--- config.mk ---
export PLATFORM = sky130hd
export DESIGN_NAME = alu_cmd_sequencer
export DESIGN_NICKNAME = d
export VERILOG_FILES = /design/src/rtl/alu_cmd_sequencer.sv
export SDC_FILE = /design/constraint.sdc
export NUM_CORES = 1
export LEC_CHECK = 0
export BUFFER_PORTS_ARGS = -buffer_cell sky130_fd_sc_hd__buf_2
export CAP_MARGIN = 20
export CORE_ASPECT_RATIO = 1.4
export CORE_MARGIN = 2
export CORE_UTILIZATION = 54
export CTS_CLUSTER_SIZE = 8
export DETAILED_ROUTE_END_ITERATION = 8
export HOLD_SLACK_MARGIN = 0.12
export PLACE_DENSITY = 0.85
export SLEW_MARGIN = 5
export SYNTH_ARGS = -nofsm -noshare
export SYNTH_HDL_FRONTEND = slang
export SYNTH_SLANG_ARGS = --single-unit
--- constraint.sdc ---
create_clock -name clk -period 2.9 [get_ports clk]
set_input_delay 0.435 -clock clk [delete_from_list [all_inputs] [get_ports clk]]
set_output_delay 0.435 -clock clk [all_outputs]
set_load 0.01 [all_outputs]
--- src/rtl/alu_cmd_sequencer.sv ---
// alu_cmd_sequencer: runs one ALU micro-command through repeated execute/write-back cycles with flag-based early stop
module alu_cmd_sequencer #(
  parameter int NREGS = 16,
  parameter int OPW   = 8,
  parameter int CNTW  = 8
) (
  input  logic             clk,
  input  logic             reset,
  input  logic             cmd_valid,
  output logic             cmd_ready,
  input  logic [OPW-1:0]   cmd_op,
  input  logic [3:0]       cmd_ra,
  input  logic [3:0]       cmd_rb,
  input  logic [3:0]       cmd_rd,
  input  logic             cmd_use_imm,
  input  logic [15:0]      cmd_imm,
  input  logic [CNTW-1:0]  cmd_count,
  input  logic [4:0]       cmd_stop_mask,
  input  logic [4:0]       flag_in,
  output logic [OPW-1:0]   alu_op,
  output logic [7:0]       muxes,
  output logic             imm_sel,
  output logic [15:0]      imm,
  output logic [NREGS-1:0] regs_en,
  output logic [4:0]       flags,
  output logic [CNTW-1:0]  iter_done,
  output logic             busy,
  output logic             done,
  output logic             stopped
);
  typedef enum logic [1:0] {IDLE, EXEC, WRITE, DONE} state_t;
  state_t           state_q, state_d;
  logic             cmd_ready_q, cmd_ready_d;
  logic [OPW-1:0]   alu_op_q, alu_op_d;
  logic [7:0]       muxes_q, muxes_d;
  logic             imm_sel_q, imm_sel_d;
  logic [15:0]      imm_q, imm_d;
  logic [NREGS-1:0] regs_en_q, regs_en_d;
  logic [4:0]       flags_q, flags_d;
  logic [CNTW-1:0]  iter_done_q, iter_done_d;
  logic             busy_q, busy_d;
  logic             done_q, done_d;
  logic             stopped_q, stopped_d;
  logic [3:0]       rd_q, rd_d;
  logic [4:0]       mask_q, mask_d;
  logic [CNTW-1:0]  rem_q, rem_d;
  logic             stop, last;
  assign stop = |(flag_in & mask_q);
  assign last = rem_q == CNTW'(1);
  always_comb begin
    state_d     = state_q;
    cmd_ready_d = cmd_ready_q;
    alu_op_d    = alu_op_q;
    muxes_d     = muxes_q;
    imm_sel_d   = imm_sel_q;
    imm_d       = imm_q;
    regs_en_d   = '0;
    flags_d     = flags_q;
    iter_done_d = iter_done_q;
    busy_d      = busy_q;
    done_d      = 1'b0;
    stopped_d   = stopped_q;
    rd_d        = rd_q;
    mask_d      = mask_q;
    rem_d       = rem_q;
    case (state_q)
      IDLE: begin
        cmd_ready_d = 1'b1;
        if (cmd_valid && cmd_ready_q) begin
          state_d     = EXEC;
          cmd_ready_d = 1'b0;
          alu_op_d    = cmd_op;
          muxes_d     = {cmd_ra, cmd_rb};
          imm_sel_d   = cmd_use_imm;
          imm_d       = cmd_imm;
          rd_d        = cmd_rd;
          mask_d      = cmd_stop_mask;
          rem_d       = (cmd_count == '0) ? CNTW'(1) : cmd_count;
          iter_done_d = '0;
          stopped_d   = 1'b0;
          busy_d      = 1'b1;
        end
      end
      EXEC: begin
        state_d   = WRITE;
        regs_en_d = NREGS'(1) << rd_q;
      end
      WRITE: begin
        flags_d     = flag_in;
        iter_done_d = &iter_done_q ? iter_done_q : iter_done_q + CNTW'(1);
        rem_d       = rem_q - CNTW'(1);
        state_d     = (stop || last) ? DONE : EXEC;
        // a hit on the final write counts as normal completion
        stopped_d   = stop && !last;
        done_d      = stop || last;
        busy_d      = !(stop || last);
      end
      DONE: begin
        state_d     = IDLE;
        cmd_ready_d = 1'b1;
      end
      default: state_d = IDLE;
    endcase
  end
  always_ff @(posedge clk or negedge reset) begin
    if (!reset) begin
      state_q     <= IDLE;
      cmd_ready_q <= 1'b0;
      alu_op_q    <= '0;
      muxes_q     <= '0;
      imm_sel_q   <= 1'b0;
      imm_q       <= '0;
      regs_en_q   <= '0;
      flags_q     <= '0;
      iter_done_q <= '0;
      busy_q      <= 1'b0;
      done_q      <= 1'b0;
      stopped_q   <= 1'b0;
      rd_q        <= '0;
      mask_q      <= '0;
      rem_q       <= '0;
    end else begin
      state_q     <= state_d;
      cmd_ready_q <= cmd_ready_d;
      alu_op_q    <= alu_op_d;
      muxes_q     <= muxes_d;
      imm_sel_q   <= imm_sel_d;
      imm_q       <= imm_d;
      regs_en_q   <= regs_en_d;
      flags_q     <= flags_d;
      iter_done_q <= iter_done_d;
      busy_q      <= busy_d;
      done_q      <= done_d;
      stopped_q   <= stopped_d;
      rd_q        <= rd_d;
      mask_q      <= mask_d;
      rem_q       <= rem_d;
    end
  end
  assign cmd_ready = cmd_ready_q;
  assign alu_op    = alu_op_q;
  assign muxes     = muxes_q;
  assign imm_sel   = imm_sel_q;
  assign imm       = imm_q;
  assign regs_en   = regs_en_q;
  assign flags     = flags_q;
  assign iter_done = iter_done_q;
  assign busy      = busy_q;
  assign done      = done_q;
  assign stopped   = stopped_q;
endmodule

Word level (Yosys, flattened, before mapping) --
Index checks and enable logic that the tools add are counted. W data, S select, Z words.
Operators by class: add/sub/neg operators 2, equal/unequal tests 6, shifts and indexed selects 1, multiplexer cells 17, bitwise logic cells 1, reductions and logical operators 14
Operators by type and width (count):
- $mux W8 | 4
- $pmux W8 S2 | 2
- $mux W16 | 1
- $shl A1 B4 Y16 const A | 1
- $add A8 B1 Y8 const B | 1
- $eq A8 B1 Y1 const B | 1
- $logic_not A8 Y1 | 1
- $pmux W2 S4 | 1
- $reduce_and A8 Y1 | 1
- $sub A8 B1 Y8 const B | 1
- $pmux W1 S2 | 3
- $and A5 B5 Y5 | 1
- $reduce_or A5 Y1 | 1
- $eq A2 B2 Y1 const B | 2
- $mux W1 | 4
- $mux W2 | 2
- $ne A2 B2 Y1 const B | 2
- $reduce_and A2 Y1 | 2
- $reduce_bool A2 Y1 | 2
- $reduce_and A3 Y1 | 1
- $eq A2 B1 Y1 const B | 1
- $logic_and A1 B1 Y1 | 2
- $logic_not A1 Y1 | 2
- $logic_not A2 Y1 | 1
- $logic_or A1 B1 Y1 | 1
Word-level totals: flip-flop bits (word level) 85, word-level logic and storage cells 56

Depth between registers and ports, before layout --
Gate-level depths: netlist of the first run.
depth after elaboration 5, mapped depth 9

Worst setup path after synthesis of the first run --
Ideal clock, no wire load.
kind register to register, start point register state_q[0], end point register iter_done_q[4], in the netlist iter_done[4], library setup time 0.078 ns, data arrival time 1.720 ns, required time 2.822 ns, path slack 1.102 ns, stages on the path, launching flop included 10, path buffers 3, cell sequence dfrtp_1 inv_1 ha_1 buf_4 nor2b_1 buf_4 o22ai_2 buf_6 or3_1 a21oi_1
On the way: word-level cells in the longest chain between the ends 3
RTL lines:
- from (decl) | line 32 | state_t state_q, state_d;
- from (signal assigned) | line 123 | state_q <= state_d;
- $eq A2 B2 Y1 / $logic_not A2 Y1 (equally long branches) | line 66 | case (state_q)
- $ne A2 B2 Y1 (no source line) / $reduce_bool A2 Y1 (equally long branches)
- $reduce_and A3 Y1 (no source line)
- to (signal assigned) | line 131 | iter_done_q <= iter_done_d;
- to (decl) | line 40 | logic [CNTW-1:0] iter_done_q, iter_done_d;
Parallel ways exist; a longest one is shown, timed or not. A chain may end at the register's enable or synchronous reset.

Worst setup path in the final report of the first run --
start point register state_q[0], end point register iter_done_q[7], in the netlist iter_done[7]
The elaborated chain is that of the path after synthesis.

==> results of run 1 <==
worst max-delay path: stages (launching register included):
cell and delay [ps]:
dfrtp_1 420, inv_1 130, ha_1 360, nor2b_1 180
buf_4 180, o22ai_2 170, or4_1 500, a21oi_1 150
cell type report:
class | count | area (um2) | share of cell area [%]
clock inverter | 5 | 60.1 | 1.32
clock buffer | 11 | 141 | 3.11
inverter | 6 | 22.5 | 0.496
timing repair buffer | 130 | 693 | 15.3
sequential | 85 | 2130 | 46.9
tap | 74 | 92.6 | 2.04
multi-input combinational | 262 | 1400 | 30.9
Yosys cell counts, types with 2 or more instances:
cell and count:
clkbuf_1 7, dfrtp_1 85, nor2_1 23, mux2i_1 6, buf_4 3, nand3_1 6
nor2b_1 2, and2_1 2, nand2_1 135, a31oi_1 2, nand2b_1 2, inv_1 6
nand3b_1 2, o31ai_1 2, a22oi_1 5, o211ai_1 2, or4_1 3, nand4_1 4
nor3_1 5, a21oi_1 6, a22o_1 3, or3_1 3, o2111ai_1 2, o21ai_0 15
buf_1 4, mux2_2 7, buf_2 2, nor4_1 2, ha_1 8
worst paths after layout:
kind / startpoint / to / slack, ps / cells after the start
setup / recovery: state_q[0] / iter_done[7] / 740 / 7
hold / removal: cmd_imm[14] / imm[14] / 280 / 3
setup reg to reg: state_q[0] / iter_done[7] / 740 / 7
hold reg to reg: imm[5] / imm[5] / 470 / 2
max in group asynchronous: reset / state_q[1] / 1770 / 3
min in group asynchronous: reset / alu_op[0] / 520 / 2
cells by family (layout without fill, tap and decap cells):
group / count (synthesis) / in the layout / share of synthesized area [%]
and+or+nand+nor: 195 / 195 / 23.4
DFF: 85 / 85 / 58.6
AOI/OAI and AO/OA: 46 / 46 / 8.51
buffers and inverters: 23 / 152 / 2.96
muxes: 13 / 13 / 3.83
adders and majority gates: 8 / 8 / 2.76
stage by stage:
step,cells,area [um2]
finish,573,4540
global placement,555,4300
global route,573,4540
floorplan,370,3630
CTS,571,4500
detailed placement,555,4300
power by group:
group / total (mW) / switching (mW) / leakage [nW] / internal [mW]
Sequential: 1.98 / 0.342 / 1.08 / 1.64
Combinational: 1.83 / 1.05 / 1.30 / 0.781
Clock: 0.830 / 0.406 / 0.0995 / 0.423
registers in the layout (all words and copies together) (netlist names), 5 cells and up:
signal     cells
alu_op         8
flags          5
imm           16
iter_done      8
mask_q         5
muxes          8
regs_en       16
rem_q          8
routing by layer:
metal | up-vias | global-route usage, % | wire length (um)
met2 | 112 | 36.9 | 4070
met4 | 0 | 9.93 | 133
li1 | 1491 | - | -
met3 | 14 | 5.50 | 570
met5 | - | 0 | 0
met1 | 1422 | 28.2 | 3130
repair_timing:
item / 4_1_cts / 5_1_grt
hold buffers: 0 / 1
hold endpoints to repair: 0 / 20
setup buffers: 0 / 0
==> flow_metrics.tcl, run 1 <==
set metrics [dict create \
    synth_edf_count 0 \
    totalWireLength_mm 7.91 \
    via_per_inst 5.30 \
    vias 3039 \
    syn_to_final_growth_pct 25.0 \
    cts_buffers 9 \
    final_common_cell "nand2_1" \
    overflow 0 \
    io_buffers 123 \
    hold_viol_final 0 \
    clock_latency_ps 340 \
    die_h_um 101 \
    ys_seq_elements 85 \
    post-route-util_pct 69.1 \
    setup_ws_ps 745 \
    rows 35 \
    hold_slack_ps 276 \
    max-vdd-ir-drop_mv 0.596 \
    synth.avg_cell_area_um2 9.81 \
    start_util_pct 55.3 \
    drc 0 \
    worstSetupPathType "reg -> reg" \
    fillers 513 \
    cts_root_buffer "clkbuf_8" \
    pre_cts_ws_ps 761 \
    synth_largest_area_cell "dfrtp_1" \
    antenna_found_initial 0 \
    post-route-min-period_ps 2160 \
    required_ps 3170 \
    drtIter0Drc 206 \
    finalPower_mw 4.64 \
    grt_first_pass_wirelength_mm 12.9 \
    grt_max_degree 86 \
    fp.dieW_um 73.3 \
    syn_inst 370 \
    track_usage_pct 22.6 \
    min_path_type "in -> reg" \
    wl_per_cell_um 13.8 \
    status "complete, no violations" \
    worst_pin_slew_ps 472 \
    async_flop_share_pct 100 \
    firstDrtPassIters 4 \
    fin_setup_tns_ps 0 \
    clk_path_buf_depth 2 \
    startpoint_type "flip-flop" \
    leakagePower_nw 2.48 \
    coreArea_um2 6570 \
    setup_violations 0 \
    ant_nets 0 \
    synth_top_area_share_pct 58.6 \
    final_cell_mix "nand2_1, buf_2, dfrtp_1" \
    synth_nets 436 \
    ys.flop_type "dfrtp_1" \
    synth.area.top_cells "dfrtp_1, nand2_1, ha_1, nor2_1, mux2_2" \
    ios 124 \
    fin_crit_sh_pct 74.3 \
    power_density_nw_per_um2 1020 \
    synth.cell_area_um2 3630 \
    path_clk_slew_ps 80 \
    cts-htree-levels 3 \
    place_congestion 0.822 \
    cp_max_fo 13 \
    nets 560 \
    rsz0062_at_grt "no" \
    cts_num_sinks 85 \
    dieArea_um2 7410 \
    cts_tree "done" \
    drive_gt1_share_pct 31.9 \
    ys_seq_area_share_pct 58.6 \
    finClkSkew_ps 7.39 \
    slew_violations 0 \
    cp-end-kind "flip-flop" \
    drv_cap 0 \
    slew_headroom_pct 68.2 \
    max_freq_mhz 464 \
    grt_pass1_vias 2843 \
    antenna_cells 0 \
    yosysUniqueCellTypes 45 \
    cts_resized 0 \
    yosys_warnings 0 \
    post-dp-hpwl_mm 5.57 \
    cp.arrival_ps 2420 \
]
(Power assumes the default switching activity.)
==> inputs of run 2 (changes only) <==
--- a/config.mk
+++ b/config.mk
@@ -9,11 +9,11 @@
 export CAP_MARGIN = 20
 export CORE_ASPECT_RATIO = 1.4
 export CORE_MARGIN = 2
-export CORE_UTILIZATION = 54
+export CORE_UTILIZATION = 45
 export CTS_CLUSTER_SIZE = 8
 export DETAILED_ROUTE_END_ITERATION = 8
 export HOLD_SLACK_MARGIN = 0.12
-export PLACE_DENSITY = 0.85
+export PLACE_DENSITY = 0.76
 export SLEW_MARGIN = 5
 export SYNTH_ARGS = -nofsm -noshare
 export SYNTH_HDL_FRONTEND = slang
==> constraint.sdc (replaced) <==
create_clock -name clk -period 1.95 [get_ports clk]
set_input_delay 0.2925 -clock clk [delete_from_list [all_inputs] [get_ports clk]]
set_output_delay 0.2925 -clock clk [all_outputs]
set_load 0.01 [all_outputs]
==> flow_metrics.tcl, run 2 (same netlist as run 1, synthesis figures left out) <==
set metrics [dict create \
    status "complete, no violations" \
    die_h_um 110 \
    coreArea_um2 7800 \
    sequentialPowerShare_pct 39.8 \
    setup_violations 0 \
    fin_setup_tns_ps 0 \
    cts_num_sinks 85 \
    cp_max_fo 11 \
    power_density_nw_per_um2 1470 \
    via_per_inst 5.04 \
    dp_cells 587 \
    slew_violations 0 \
    cp.arrival_ps 2150 \
    multi_input_area_um2 1430 \
    fin_crit_sh_pct 95.2 \
    finalPower_mw 7.41 \
    fillers 651 \
    antenna_found_initial 0 \
    syn_to_final_growth_pct 38.6 \
    dieArea_um2 8810 \
    start_util_pct 46.6 \
    cts_buffers 9 \
    startpoint_type "flip-flop" \
    fp.dieW_um 79.9 \
    switchingPower_mw 2.80 \
    cts_root_buffer "clkbuf_8" \
    drv_cap 0 \
    regArea_um2 2130 \
    rows 38 \
    clock_latency_ps 370 \
    overflow 0 \
    ant_nets 0 \
    cp-end-kind "flip-flop" \
    finClkSkew_ps 8.22 \
    max-vdd-ir-drop_mv 0.740 \
    required_ps 2240 \
    io_buffers 123 \
    min_path_type "in -> reg" \
    drtIter0Drc 186 \
    reg2reg_slack_ps 90 \
    worstSetupPathType "reg -> reg" \
    firstDrtPassIters 4 \
    clkPwrFrac_pct 20.4 \
    ios 124 \
    hold_viol_final 0 \
    wl_per_cell_um 13.8 \
    stdcell_count 641 \
    grt_max_degree 86 \
    drc 0 \
    pwr-share-comb_pct 39.8 \
    nets 602 \
    final_cell_mix "nand2_1, buf_2, dfrtp_1" \
    leakagePower_nw 2.69 \
    post-dp-hpwl_mm 5.84 \
    grt_pass1_vias 3137 \
    path_clk_slew_ps 80 \
    swShare_pct 37.7 \
    post-route-min-period_ps 1860 \
    track_usage_pct 21.1 \
    final_common_cell "nand2_1" \
    cts-htree-levels 3 \
    cts_tree "done" \
    rsz0062_at_grt "no" \
    p_int_mw 4.61 \
    worst_pin_slew_ps 457 \
    grt_first_pass_wirelength_mm 14.2 \
    totalWireLength_mm 8.83 \
    place_congestion 0.838 \
    vias 3233 \
    drive_gt1_share_pct 31.2 \
    slew_headroom_pct 69.2 \
    max_freq_mhz 539 \
    antenna_cells 0 \
    clk_path_buf_depth 2 \
]
-- run 2: changes by cell type in the layout (fill, tap and decap cells not counted), moves of 2 or more --
cell / delta
buf_4: +7
bufinv_16: +2
dlygate4sd3_1: +35
inv_6: +2
-- run 2: worst paths after layout --
path,start,end,depth (start not counted)
max in group asynchronous,reset,imm[9],3
hold / removal,cmd_imm[3],imm[3],3
setup reg to reg,state_q[0],iter_done[7],7
hold reg to reg,alu_op[2],alu_op[2],2
setup / recovery,state_q[0],iter_done[7],7
min in group asynchronous,reset,iter_done[3],3
-- run 2: critical path, stage by stage, from the launching register on --
cell and delay [ps]:
dfrtp_1 390, inv_1 120, ha_1 240, buf_4 150, nand4_1 130, o22ai_4 130, or4_1 480, a21oi_1 150
-- run 2: power by group through the flow --
| stage | registers (mW) | clock network (mW) | logic [mW] |
|---|---|---|---|
| floorplan | 3.10 | 0 | 1.64 |
| global placement | 2.94 | 0 | 2.71 |
| detailed placement | 2.97 | 0 | 2.81 |
| CTS | 2.95 | 1.54 | 2.88 |
| global route | 3.04 | 1.62 | 3.33 |
| finish | 2.95 | 1.51 | 2.95 |
-- run 2: per-layer routing --
layer  global-route usage [%]  share of wire (%)
met1                     25.4                 41
met4                     11.0                2.6
met5                        0                  0
met2                     35.8                 51
met3                     3.83                4.7
-- run 2: area by class of cell --
type / instances / share of cell area (%)
Sequential cell: 85 / 42.3
Multi-Input combinational cell: 262 / 28.3
Timing Repair Buffer: 172 / 21.6
Tap cell: 100 / 2.49
Clock buffer: 9 / 2.46
Clock inverter: 7 / 2.41
Inverter: 6 / 0.447
-- run 2: stage by stage --
| stage | setup slack, ps | util, % | instance area (um2) | hold slack [ps] |
|---|---|---|---|---|
| 2_1_floorplan | 152 | - | 3630 | -3.09 |
| 6_report | 93.3 | 64.6 | 5030 | 127 |
| 5_1_grt | 11.0 | 64.6 | 5030 | 126 |
| 4_1_cts | 23.5 | 64.1 | 5000 | 122 |
| 3_5_place_dp | 66.5 | 56.3 | 4390 | 363 |
| 3_3_place_gp | 114 | 56.3 | 4390 | 360 |
-- run 2: repair_timing --
action / in CTS / in global routing
hold buffers: 36 / 0
endpoints found under the hold margin: 120 / 0
endpoints found under the setup margin: 0 / 12
setup buffers: 0 / 2
gates resized for setup: 0 / 4
==> inputs of run 3 (changes only) <==
--- a/config.mk
+++ b/config.mk
@@ -9,11 +9,12 @@
 export CAP_MARGIN = 20
 export CORE_ASPECT_RATIO = 1.4
 export CORE_MARGIN = 2
-export CORE_UTILIZATION = 45
+export CORE_UTILIZATION = 50
 export CTS_CLUSTER_SIZE = 8
 export DETAILED_ROUTE_END_ITERATION = 8
 export HOLD_SLACK_MARGIN = 0.12
-export PLACE_DENSITY = 0.76
+export PLACE_DENSITY = 0.8
+export SETUP_SLACK_MARGIN = 0.5
 export SLEW_MARGIN = 5
 export SYNTH_ARGS = -nofsm -noshare
 export SYNTH_HDL_FRONTEND = slang
==> constraint.sdc (replaced) <==
create_clock -name clk -period 1.85 [get_ports clk]
set_input_delay 0.2775 -clock clk [delete_from_list [all_inputs] [get_ports clk]]
set_output_delay 0.2775 -clock clk [all_outputs]
set_load 0.01 [all_outputs]
==> flow_metrics.tcl, run 3 (same netlist as run 1, synthesis figures left out) <==
set metrics [dict create \
    grt_pass1_vias 3358 \
    hold_viol_final 0 \
    slew_violations 0 \
    die_h_um 105 \
    cp-end-kind "flip-flop" \
    place_congestion 0.854 \
    max-vdd-ir-drop_mv 0.996 \
    pre_cts_ws_ps 39.2 \
    power_density_nw_per_um2 1560 \
    drc 0 \
    rows 36 \
    worstSetupPathType "reg -> reg" \
    rsz0062_at_grt "yes" \
    p_int_mw 5.08 \
    finClkSkew_ps 11.4 \
    status "complete, no violations" \
    cts_buffers 9 \
    holdPathStages 3 \
    final_cell_mix "nand2_1, buf_2, dfrtp_1" \
    pwr-share-comb_pct 47.2 \
    antenna_cells 0 \
    critPathSlowestCell "dfrtp_1" \
    drv_cap 0 \
    swShare_pct 39.2 \
    nets 626 \
    sequentialPowerShare_pct 38.1 \
    track_usage_pct 25.1 \
    stdcell_count 658 \
    setup_ws_ps 111 \
    cp_slowest_stage_delay_ps 400 \
    cts_tree "done" \
    clk_path_buf_depth 2 \
    cts_root_buffer "clkbuf_8" \
    leakagePower_nw 2.81 \
    worstHoldStart "cmd_imm[15]" \
    crit_buf_inv 3 \
    antenna_found_initial 0 \
    critPathTopFamily "compound AO/OA/AOI/OAI gates" \
    firstDrtPassIters 5 \
    grt_max_degree 40 \
    ios 124 \
    worst_pin_slew_ps 492 \
    vias 3379 \
    crit_start "state_q[0]" \
    fp.dieW_um 76.0 \
    rr_startpoint "state_q[0]" \
    dieArea_um2 7970 \
    start_util_pct 52.0 \
    totalWireLength_mm 9.98 \
    path_cells "inv_2 > ha_4 > and3_4 > buf_4 > buf_8 > nor2_4 > o21ba_4 > a221oi_2" \
    wl_per_cell_um 15.2 \
    cts-htree-levels 3 \
    required_ps 2090 \
    coreArea_um2 6980 \
    max_freq_mhz 575 \
    fillers 432 \
    cp_num_cells 8 \
    post-dp-hpwl_mm 5.96 \
    overflow 0 \
    startpoint_type "flip-flop" \
    clkPwrFrac_pct 14.7 \
    setup_violations 0 \
    fin_setup_tns_ps 0 \
    drive_gt1_share_pct 38.0 \
    dp_cells 583 \
    final_common_cell "nand2_1" \
    clock_latency_ps 360 \
    cts_num_sinks 85 \
    syn_to_final_growth_pct 47.5 \
    io_buffers 123 \
    grt_first_pass_wirelength_mm 15.8 \
    path_clk_slew_ps 80 \
    ant_nets 0 \
    finalPower_mw 8.35 \
    drtIter0Drc 224 \
    post-route-min-period_ps 1740 \
    slew_headroom_pct 67.2 \
    switchingPower_mw 3.27 \
    via_per_inst 5.14 \
    min_path_type "in -> reg" \
    cp_max_fo 5 \
    fin_crit_sh_pct 94.0 \
    cp.arrival_ps 1980 \
    worstRegToRegCells 8 \
]
[run 3: changes by cell type in the layout (fill, tap and decap cells not counted), moves of 3 or more]
cell,change
ha_1,-3
buf_6,+3
nor2_1,-3
dfrtp_2,+3
o21ai_0,-4
nand2_1,-6
nand2_2,+4
buf_4,+16
dfrtp_1,-3
[run 3: path summary, 6_finish.rpt]
| path | slack (ps) | end |
|---|---|---|
| setup / recovery | 110 | rem_q[7] |
| hold / removal | 120 | imm[15] |
| setup reg to reg | 110 | rem_q[7] |
| hold reg to reg | 470 | imm[11] |
| max in group asynchronous | 840 | alu_op[0] |
| min in group asynchronous | 430 | alu_op[7] |
[run 3: repair_timing]
action / 4_1_cts / 5_1_grt
gates resized for setup: 26 / 16
endpoints found under the hold margin: 72 / 0
setup endpoints to repair: 69 / 73
setup buffers: 13 / 9
hold buffers: 37 / 0
gates cloned: 2 / 0
pin swaps: 8 / 14
[run 3: area by class of cell]
cell class | count | area [um2] | area share, %
flip-flops and latches | 85 | 2130 | 39.8
clock inverters | 4 | 51.3 | 0.958
multi-input cells | 262 | 1560 | 29.1
clock buffers | 10 | 128 | 2.38
well taps | 95 | 119 | 2.22
repair buffers | 196 | 1350 | 25.2
inverters | 6 | 22.5 | 0.420
[run 3: worst register-to-register path: stages, from the launching register on]
cell and delay (ps):
dfrtp_1 400, inv_2 130, ha_4 180, and3_4 240, buf_4 130, buf_8 110, nor2_4 40, o21ba_4 200
a221oi_2 210
[run 3: per-stage QoR]
step / util, % / cell area (um2) / hold WS [ps]
finish: 76.7 / 5360 / 122
global route: 76.7 / 5360 / 121
floorplan: - / 3680 / -18.1
CTS: 74.9 / 5230 / 123
global placement: 63.3 / 4420 / 271
detailed placement: 63.3 / 4420 / 277
[run 3: power by group through the flow]
stage	Clock, mW	Sequential (mW)	Combinational (mW)
2_1_floorplan	0	3.29	1.82
4_1_cts	1.25	3.10	3.64
5_1_grt	1.33	3.25	4.30
6_report	1.23	3.18	3.94
3_3_place_gp	0	3.11	2.89
3_5_place_dp	0	3.15	3.02
[run 3: metal layers]
| metal | routed length [um] | track usage [%] |
|---|---|---|
| met1 | 3830 | 29.2 |
| met2 | 5390 | 44.6 |
| met3 | 544 | 3.89 |
| met4 | 224 | 13.0 |
| met5 | 0 | 0 |
